<file path="src/rtl/ps2_packet_decoder.sv">
// ps2_packet_decoder: assembles 3-byte PS/2 mouse movement packets into
// registered 9-bit two's-complement X/Y deltas, button states and overflow flags.
//
// Ports:
//   clk, rst_n      system clock, asynchronous active-low reset
//   byte_data       received byte, valid only with byte_valid
//   byte_valid      one byte per high cycle
//   byte_err        receiver parity/frame error, qualifies byte_valid
//   x_axis, y_axis  {sign, data} deltas, optionally saturated on overflow
//   btn_left/right/middle, x_ovf, y_ovf  fields of the last complete packet
//   pkt_valid       one-cycle pulse when outputs are updated
//   sync_err        one-cycle pulse on misaligned byte, byte error or timeout
module ps2_packet_decoder #(
    parameter int unsigned TIMEOUT_CYCLES = 100000,
    parameter bit          SAT_ON_OVF     = 1'b1
) (
    input  logic       clk,
    input  logic       rst_n,
    input  logic [7:0] byte_data,
    input  logic       byte_valid,
    input  logic       byte_err,
    output logic [8:0] x_axis,
    output logic [8:0] y_axis,
    output logic       btn_left,
    output logic       btn_right,
    output logic       btn_middle,
    output logic       x_ovf,
    output logic       y_ovf,
    output logic       pkt_valid,
    output logic       sync_err
);

    localparam int unsigned CNT_W = (TIMEOUT_CYCLES > 1) ? $clog2(TIMEOUT_CYCLES) : 1;
    localparam logic [CNT_W-1:0] CNT_LAST = CNT_W'(TIMEOUT_CYCLES - 1);

    typedef enum logic [1:0] {
        WAIT_B0 = 2'd0,
        WAIT_B1 = 2'd1,
        WAIT_B2 = 2'd2
    } state_e;

    state_e           state_q, state_d;
    logic [CNT_W-1:0] cnt_q, cnt_d;
    logic [7:0]       status_q, status_d;
    logic [7:0]       xdat_q, xdat_d;
    logic [8:0]       x_axis_q, x_axis_d;
    logic [8:0]       y_axis_q, y_axis_d;
    logic [2:0]       btn_q, btn_d;
    logic [1:0]       ovf_q, ovf_d;
    logic             pkt_valid_q, pkt_valid_d;
    logic             sync_err_q, sync_err_d;

    logic byte_ok_c;
    logic byte_bad_c;

    // Saturate to +/-255 (never -256) so the downstream magnitude cannot wrap.
    function automatic logic [8:0] form_axis(input logic sign, input logic ovf,
                                             input logic [7:0] data);
        if (SAT_ON_OVF && ovf) begin
            return sign ? 9'h101 : 9'h0FF;
        end
        return {sign, data};
    endfunction

    assign byte_ok_c  = byte_valid & ~byte_err;
    assign byte_bad_c = byte_valid & byte_err;

    // Packet FSM, inter-byte timeout and output formation.
    always_comb begin
        state_d     = state_q;
        cnt_d       = cnt_q;
        status_d    = status_q;
        xdat_d      = xdat_q;
        x_axis_d    = x_axis_q;
        y_axis_d    = y_axis_q;
        btn_d       = btn_q;
        ovf_d       = ovf_q;
        pkt_valid_d = 1'b0;
        sync_err_d  = 1'b0;

        if (byte_bad_c) begin
            state_d    = WAIT_B0;
            cnt_d      = '0;
            sync_err_d = 1'b1;
        end else begin
            unique case (state_q)
                WAIT_B0: begin
                    cnt_d = '0;
                    if (byte_ok_c) begin
                        // Bit 3 is always set in a status byte; use it to find alignment.
                        if (byte_data[3]) begin
                            status_d = byte_data;
                            state_d  = WAIT_B1;
                        end else begin
                            sync_err_d = 1'b1;
                        end
                    end
                end
                WAIT_B1: begin
                    if (byte_ok_c) begin
                        xdat_d  = byte_data;
                        cnt_d   = '0;
                        state_d = WAIT_B2;
                    end else if (cnt_q == CNT_LAST) begin
                        cnt_d      = '0;
                        sync_err_d = 1'b1;
                        state_d    = WAIT_B0;
                    end else begin
                        cnt_d = cnt_q + 1'b1;
                    end
                end
                WAIT_B2: begin
                    if (byte_ok_c) begin
                        x_axis_d    = form_axis(status_q[4], status_q[6], xdat_q);
                        y_axis_d    = form_axis(status_q[5], status_q[7], byte_data);
                        btn_d       = status_q[2:0];
                        ovf_d       = status_q[7:6];
                        pkt_valid_d = 1'b1;
                        cnt_d       = '0;
                        state_d     = WAIT_B0;
                    end else if (cnt_q == CNT_LAST) begin
                        cnt_d      = '0;
                        sync_err_d = 1'b1;
                        state_d    = WAIT_B0;
                    end else begin
                        cnt_d = cnt_q + 1'b1;
                    end
                end
                default: begin
                    cnt_d   = '0;
                    state_d = WAIT_B0;
                end
            endcase
        end
    end

    // State and output registers.
    always_ff @(posedge clk or negedge rst_n) begin
        if (!rst_n) begin
            state_q     <= WAIT_B0;
            cnt_q       <= '0;
            status_q    <= '0;
            xdat_q      <= '0;
            x_axis_q    <= '0;
            y_axis_q    <= '0;
            btn_q       <= '0;
            ovf_q       <= '0;
            pkt_valid_q <= 1'b0;
            sync_err_q  <= 1'b0;
        end else begin
            state_q     <= state_d;
            cnt_q       <= cnt_d;
            status_q    <= status_d;
            xdat_q      <= xdat_d;
            x_axis_q    <= x_axis_d;
            y_axis_q    <= y_axis_d;
            btn_q       <= btn_d;
            ovf_q       <= ovf_d;
            pkt_valid_q <= pkt_valid_d;
            sync_err_q  <= sync_err_d;
        end
    end

    assign x_axis     = x_axis_q;
    assign y_axis     = y_axis_q;
    assign btn_left   = btn_q[0];
    assign btn_right  = btn_q[1];
    assign btn_middle = btn_q[2];
    assign x_ovf      = ovf_q[0];
    assign y_ovf      = ovf_q[1];
    assign pkt_valid  = pkt_valid_q;
    assign sync_err   = sync_err_q;

endmodule

</file>
<file path="config.mk">
export PLATFORM = sky130hd
export DESIGN_NAME = ps2_packet_decoder
export DESIGN_NICKNAME = d
export VERILOG_FILES = /design/src/rtl/ps2_packet_decoder.sv
export SDC_FILE = /design/constraint.sdc
export NUM_CORES = 1
export LEC_CHECK = 0
export ABC_AREA = 1
export BUFFER_PORTS_ARGS = -buffer_cell sky130_fd_sc_hd__buf_2
export CORE_MARGIN = 2
export CORE_UTILIZATION = 50
export DETAILED_ROUTE_END_ITERATION = 8
export GPL_TIMING_DRIVEN = 0
export PLACE_DENSITY = 0.85
export SYNTH_ARGS = -nofsm -noshare
export SYNTH_HDL_FRONTEND = slang
export SYNTH_SLANG_ARGS = --single-unit
</file>
<file path="constraint.sdc">
create_clock -name clk -period 1.3 [get_ports clk]
set_input_delay 0.195 -clock clk [delete_from_list [all_inputs] [get_ports clk]]
set_output_delay 0.195 -clock clk [all_outputs]
set_load 0.03 [all_outputs]
</file>
Yosys cells after proc, flatten, opt, wreduce, memory -nomap -nowiden
Cells that the tools add are included.

Reductions and logical operators: 6. Add/sub/neg operators: 1. Mux-type cells: 34. Bitwise operators: 4. Eq/ne operators: 5.

Operators with widths (count): $mux 17 (4); $mux 9 (6); $add 17x1->17 const B (1); $eq 17x17->1 const B (1); $mux 1 (16); $mux 2 (6); $ne 3x3->1 const B (2); $pmux 2 s3 (1); $reduce_and 3->1 (2); $reduce_and 4->1 (1); $and 1x1->1 (2); $eq 2x1->1 const B (1); $eq 2x2->1 const B (1); $logic_not 2->1 (1); $not 1->1 (2); $pmux 1 s2 (1); $reduce_and 2->1 (1); $reduce_or 2->1 (1).

Input bits: 12. Register bits after elaboration: 60.

Longest topological paths before layout
Depth in word-level cells: 6. Depth in mapped cells: 9. Gate-level depth less buffers: 9.

Worst setup path before layout
Ideal clock, no wire load.

Path kind: register to register. From: reg cnt_q[0]. To: reg cnt_q[8]. Path slack: -0.073 ns. Arrival: 1.250 ns. Cell stages (with the launch flop): 8. Buffers on the path: 1. Required time: 1.177 ns. Cells stage by stage: dfrtp_1 -> ha_1 -> nand2_1 -> nor2_1 -> nand3_1 -> nand2_2 -> buf_4 -> nor3_1.

Word-level cells in the longest chain between the ends: 5. Elaborated cells between the ends (all ways): 6. Those cells by class: add/sub (1); eq/ne (1); mux (4).

RTL lines: start: declaration (line 43) `logic [CNT_W-1:0] cnt_q, cnt_d;`; start signal: assignment (line 152) `cnt_q <= cnt_d;`; $add 17x1->17 or $eq 17x17->1 (tied branches); $mux 17 * (line 104, 121); $mux 17 * (line 100) `if (byte_ok_c) begin`; $mux 17 *; $mux 17 * (line 81) `if (byte_bad_c) begin`; via cnt_d[8] (line 43).

The timed path passes the listed nets; every way through them passes the cells marked *. A chain may end at the register's enable or synchronous reset.

Final worst setup path
From: reg state_q[0]. To: reg state_q[0].

Word-level cells in the longest chain between the ends: 4. Elaborated cells between the ends (all ways): 11. Those cells by class: eq/ne (4); mux (5); reduce/logical (2).

RTL lines: start: declaration (line 42) `state_e state_q, state_d;`; start signal: assignment (line 151) `state_q <= state_d;`; $mux 2; $mux 2, on equally long branches; $pmux 2 s3 (line 86) `unique case (state_q)`; $mux 2 (line 81).

Parallel ways exist; a longest one is shown, timed or not.

==> summary.txt <==
Outcome
  • Status: finished, violations left
  • Failing checks: negative setup slack

Worst setup path
  • CP startpoint kind: flip-flop
  • Cell Chain, Critical Path: inv_2, ha_4, inv_4, buf_4, a211oi_4, nand2_1, nand2_1, nand2_1, nand2_1
  • Crit path max-delay cell type: dfrtp_1
  • WP data arrival: about 1.7 ns
  • Buf/Inv on CP: 3
  • Top delay family on crit path: flip-flops
  • Kind of critical path: reg -> reg
  • Worst EP required: 1.58 ns
  • Most frequent CP cell: nand2_1
  • Crit-path max FO: 3
  • Max incr delay on CP: 0.41 ns
  • Crit end category: flip-flop

GRT
  • Overflow after GRT: 0
  • GR Util met3: 0.07356
  • Met1 Track Usage GR: 0.2634
  • Vias in the first global route: approximately 2,500
  • First-pass GRT wire length: between 10 and 15 mm
  • Antenna violations before repair: 0
  • Grt peak-use layer: met2
  • Met2 Use GR: 0.4224
  • Pin count of the biggest net entering global routing: 60
  • Total GRT Usage: 0.2445

Floorplanning
  • Core area: 5405 um2
  • Num rows: 27
  • Die W: slightly below 80 um
  • Top Ports: 37
  • Chip height: 78.20 um
  • Initial Utilization: 0.5093
  • Die area: 6114 um2

Synth
  • Syn Inst Count: 311
  • Synth top area share: 0.5364
  • Post-synth EDFFs: 0
  • Sequential area share after synthesis: 0.5364
  • FF+latch count, synth: 59
  • Post-synth top area cell: dfrtp_1
  • Most instantiated cells after synthesis: 82 x nand2_1, 59 x dfrtp_1, 32 x nor2_1, 31 x inv_1, 19 x nand3_1
  • Most used DFF post-synth: dfrtp_1
  • Top-count cell post-synth: nand2_1
  • Cell area after synthesis: 2753 um2
  • Unique masters post-synth: 36
  • Synth warnings: 0
  • Synthesized Nets: between 300 and 400
  • Synth top area cells: dfrtp_1 54%, nand2_1 11%, nor2_1 4.4%, inv_1 4.2%, nand3_1 3.5%
  • Syn Area/Cell: 8.851 um2
  • Asr flop ratio synth: 1.000

Finish
  • Fin util: 0.6894
  • Fillers: 378
  • Multi-input gate area: 1314 um2
  • Ant. Diodes: 0
  • Register area: 1479 um2
  • Area grow syn2layout: 35.36%
  • Nets: 404
  • Layout Cells excl Fill: between 400 and 500
  • Layout cells sized above 1: 0.3980

Placement
  • GPL Wtd Cong: ~0.9
  • # port buffers: 36
  • Hpwl dp: around 4.1 mm
  • Placed cell count: about 420

STA
  • Setup WS post-layout: -0.1283 ns
  • RSZ-0062 raised after global routing: yes
  • Max-slew headroom: 0.5171
  • Slew Viols, Final: 0
  • Minimum clock period: 1.428 ns
  • Measured slew at the worst slew-check pin: slightly above 0.7 ns
  • Minimum hold slack: 0.1419 ns
  • Final Hold Viols: 0
  • Fmax: 700.1 MHz
  • Period utilisation layout: 1.099
  • Setup violators final: 52
  • Clock Skew: 0.006905 ns

Clock network
  • Clk Latency, worst-skew pair: 0.34 ns
  • CTS tree: built
  • Reg clk slew, reported paths: 0.07 ns
  • Clock sinks: about 60
  • Clock Tree Buf Depth: 2
  • CTS Root Cell: clkbuf_8
  • Inserted Clock Buffers: 9
  • H-Tree Level Count: 3

Drt
  • # DRC: 0
  • DRT antenna net count: 0
  • Vias per cell: 5.280
  • Routed len/inst: 15.51 um
  • Total Wirelength: 7.197 mm
  • Via count: 2,450
  • DR iter-0 viols: 201
  • First-pass detailed-route iteration total: 6

Power and ir drop
  • Pleak: ~1.8 nW
  • Power Dens Cells: approximately 2000 nW/um2
  • Power, Total: 7.283 mW
  • Worst IR Drop VDD: 0.001113 V

Flow run
  • Max Cap Viol: 0

Hold path
  • Worst Hold Class: in -> reg
-- where the power goes --
group	total, mW	switching, mW	internal (mW)
sequential	2.88	0.428	2.46
combinational	2.86	1.80	1.06
clock	1.54	0.753	0.789
total	7.28	2.98	4.30
-- worst register-to-register path, stage by stage (launching register included) --
cell and delay, ns:
dfrtp_1 0.41, inv_2 0.12, ha_4 0.16, inv_4 0.05, buf_4 0.14, a211oi_4 0.22, nand2_1 0.10, nand2_1 0.06
nand2_1 0.05, nand2_1 0.06
-- final cells by class --
type	instances	area share
Tap cell	72	0.02418
Timing Repair Buffer	65	0.1165
Clock buffer	12	0.04164
Sequential cell	59	0.3969
Buffer	6	0.01948
Clock inverter	4	0.006716
Multi-Input combinational cell	209	0.3526
Inverter	37	0.04197
-- per-layer routing --
metal,share of wire,vias to the layer above,wire length (um)
met5,0,-,0
met4,0.037,0,267
met3,0.055,24,399
met2,0.54,90,3867
met1,0.37,1194,2663
li1,-,1142,-
-- final timing paths --
kind / startpoint / end / slack [ns] / depth (start not counted)
hold reg to reg: x_axis[8]$_DFFE_PN0P_ / x_axis[8]$_DFFE_PN0P_ / 0.48 / 2
min in group asynchronous: rst_n / x_axis[4]$_DFFE_PN0P_ / 0.46 / 2
setup / recovery: state_q[0]$_DFFE_PN0P_ / state_q[0]$_DFFE_PN0P_ / -0.13 / 9
max in group asynchronous: rst_n / cnt_q[5]$_DFF_PN0_ / 0.33 / 2
setup reg to reg: state_q[0]$_DFFE_PN0P_ / state_q[0]$_DFFE_PN0P_ / -0.13 / 9
hold / removal: byte_data[0] / y_axis[0]$_DFFE_PN0P_ / 0.14 / 3
-- metrics by stage --
step           worst slack [ns]  setup TNS [ns]  instance area [um2]
2_1_floorplan         0.0004524               0                 2769
3_3_place_gp            -0.1690          -6.941                 3039
3_5_place_dp            -0.2232          -10.07                 3039
4_1_cts                -0.09902          -1.634                 3576
5_1_grt                 -0.1886          -5.717                 3726
6_report                -0.1283          -2.491                 3726
-- kinds of logic (layout without fill, tap and decap cells) --
kind of cell | after synthesis | in the layout | synth area share
AND/OR/NAND/NOR | 161 | 161 | 0.2777
AO/OA/AOI/OAI | 38 | 38 | 0.08273
buffers and inverters | 43 | 124 | 0.06455
XOR/XNOR | 5 | 5 | 0.01591
flip-flops | 59 | 59 | 0.5364
adder cells (fa/ha/maj) | 5 | 5 | 0.02273
-- cell usage in the layout (no fill, tap or decap), types with 11 or more instances in the layout --
| cell | instances |
|---|---|
| buf_2 | 35 |
| buf_4 | 23 |
| clkbuf_8 | 13 |
| dfrtp_1 | 57 |
| inv_1 | 24 |
| nand2_1 | 76 |
| nand3_1 | 13 |
| nor2_1 | 22 |
| nor2_2 | 11 |
| o21ai_0 | 14 |
-- registers in the layout, summed over array words and instances, names as in the netlist --
name and count:
btn_q 3, x_axis 9, state_q 2, xdat_q 8
sync_err 1, status_q 7, cnt_q 17, pkt_valid 1
y_axis 9, ovf_q 2
-- repair_timing --
action	CTS	global route
resized for setup	51	24
endpoints found under the hold margin	0	59
pin swaps	18	17
hold buffers	0	1
buffers inserted	20	7
gates cloned	1	0
setup endpoints to repair	58	58
Power figures use the tool's default switching activity.
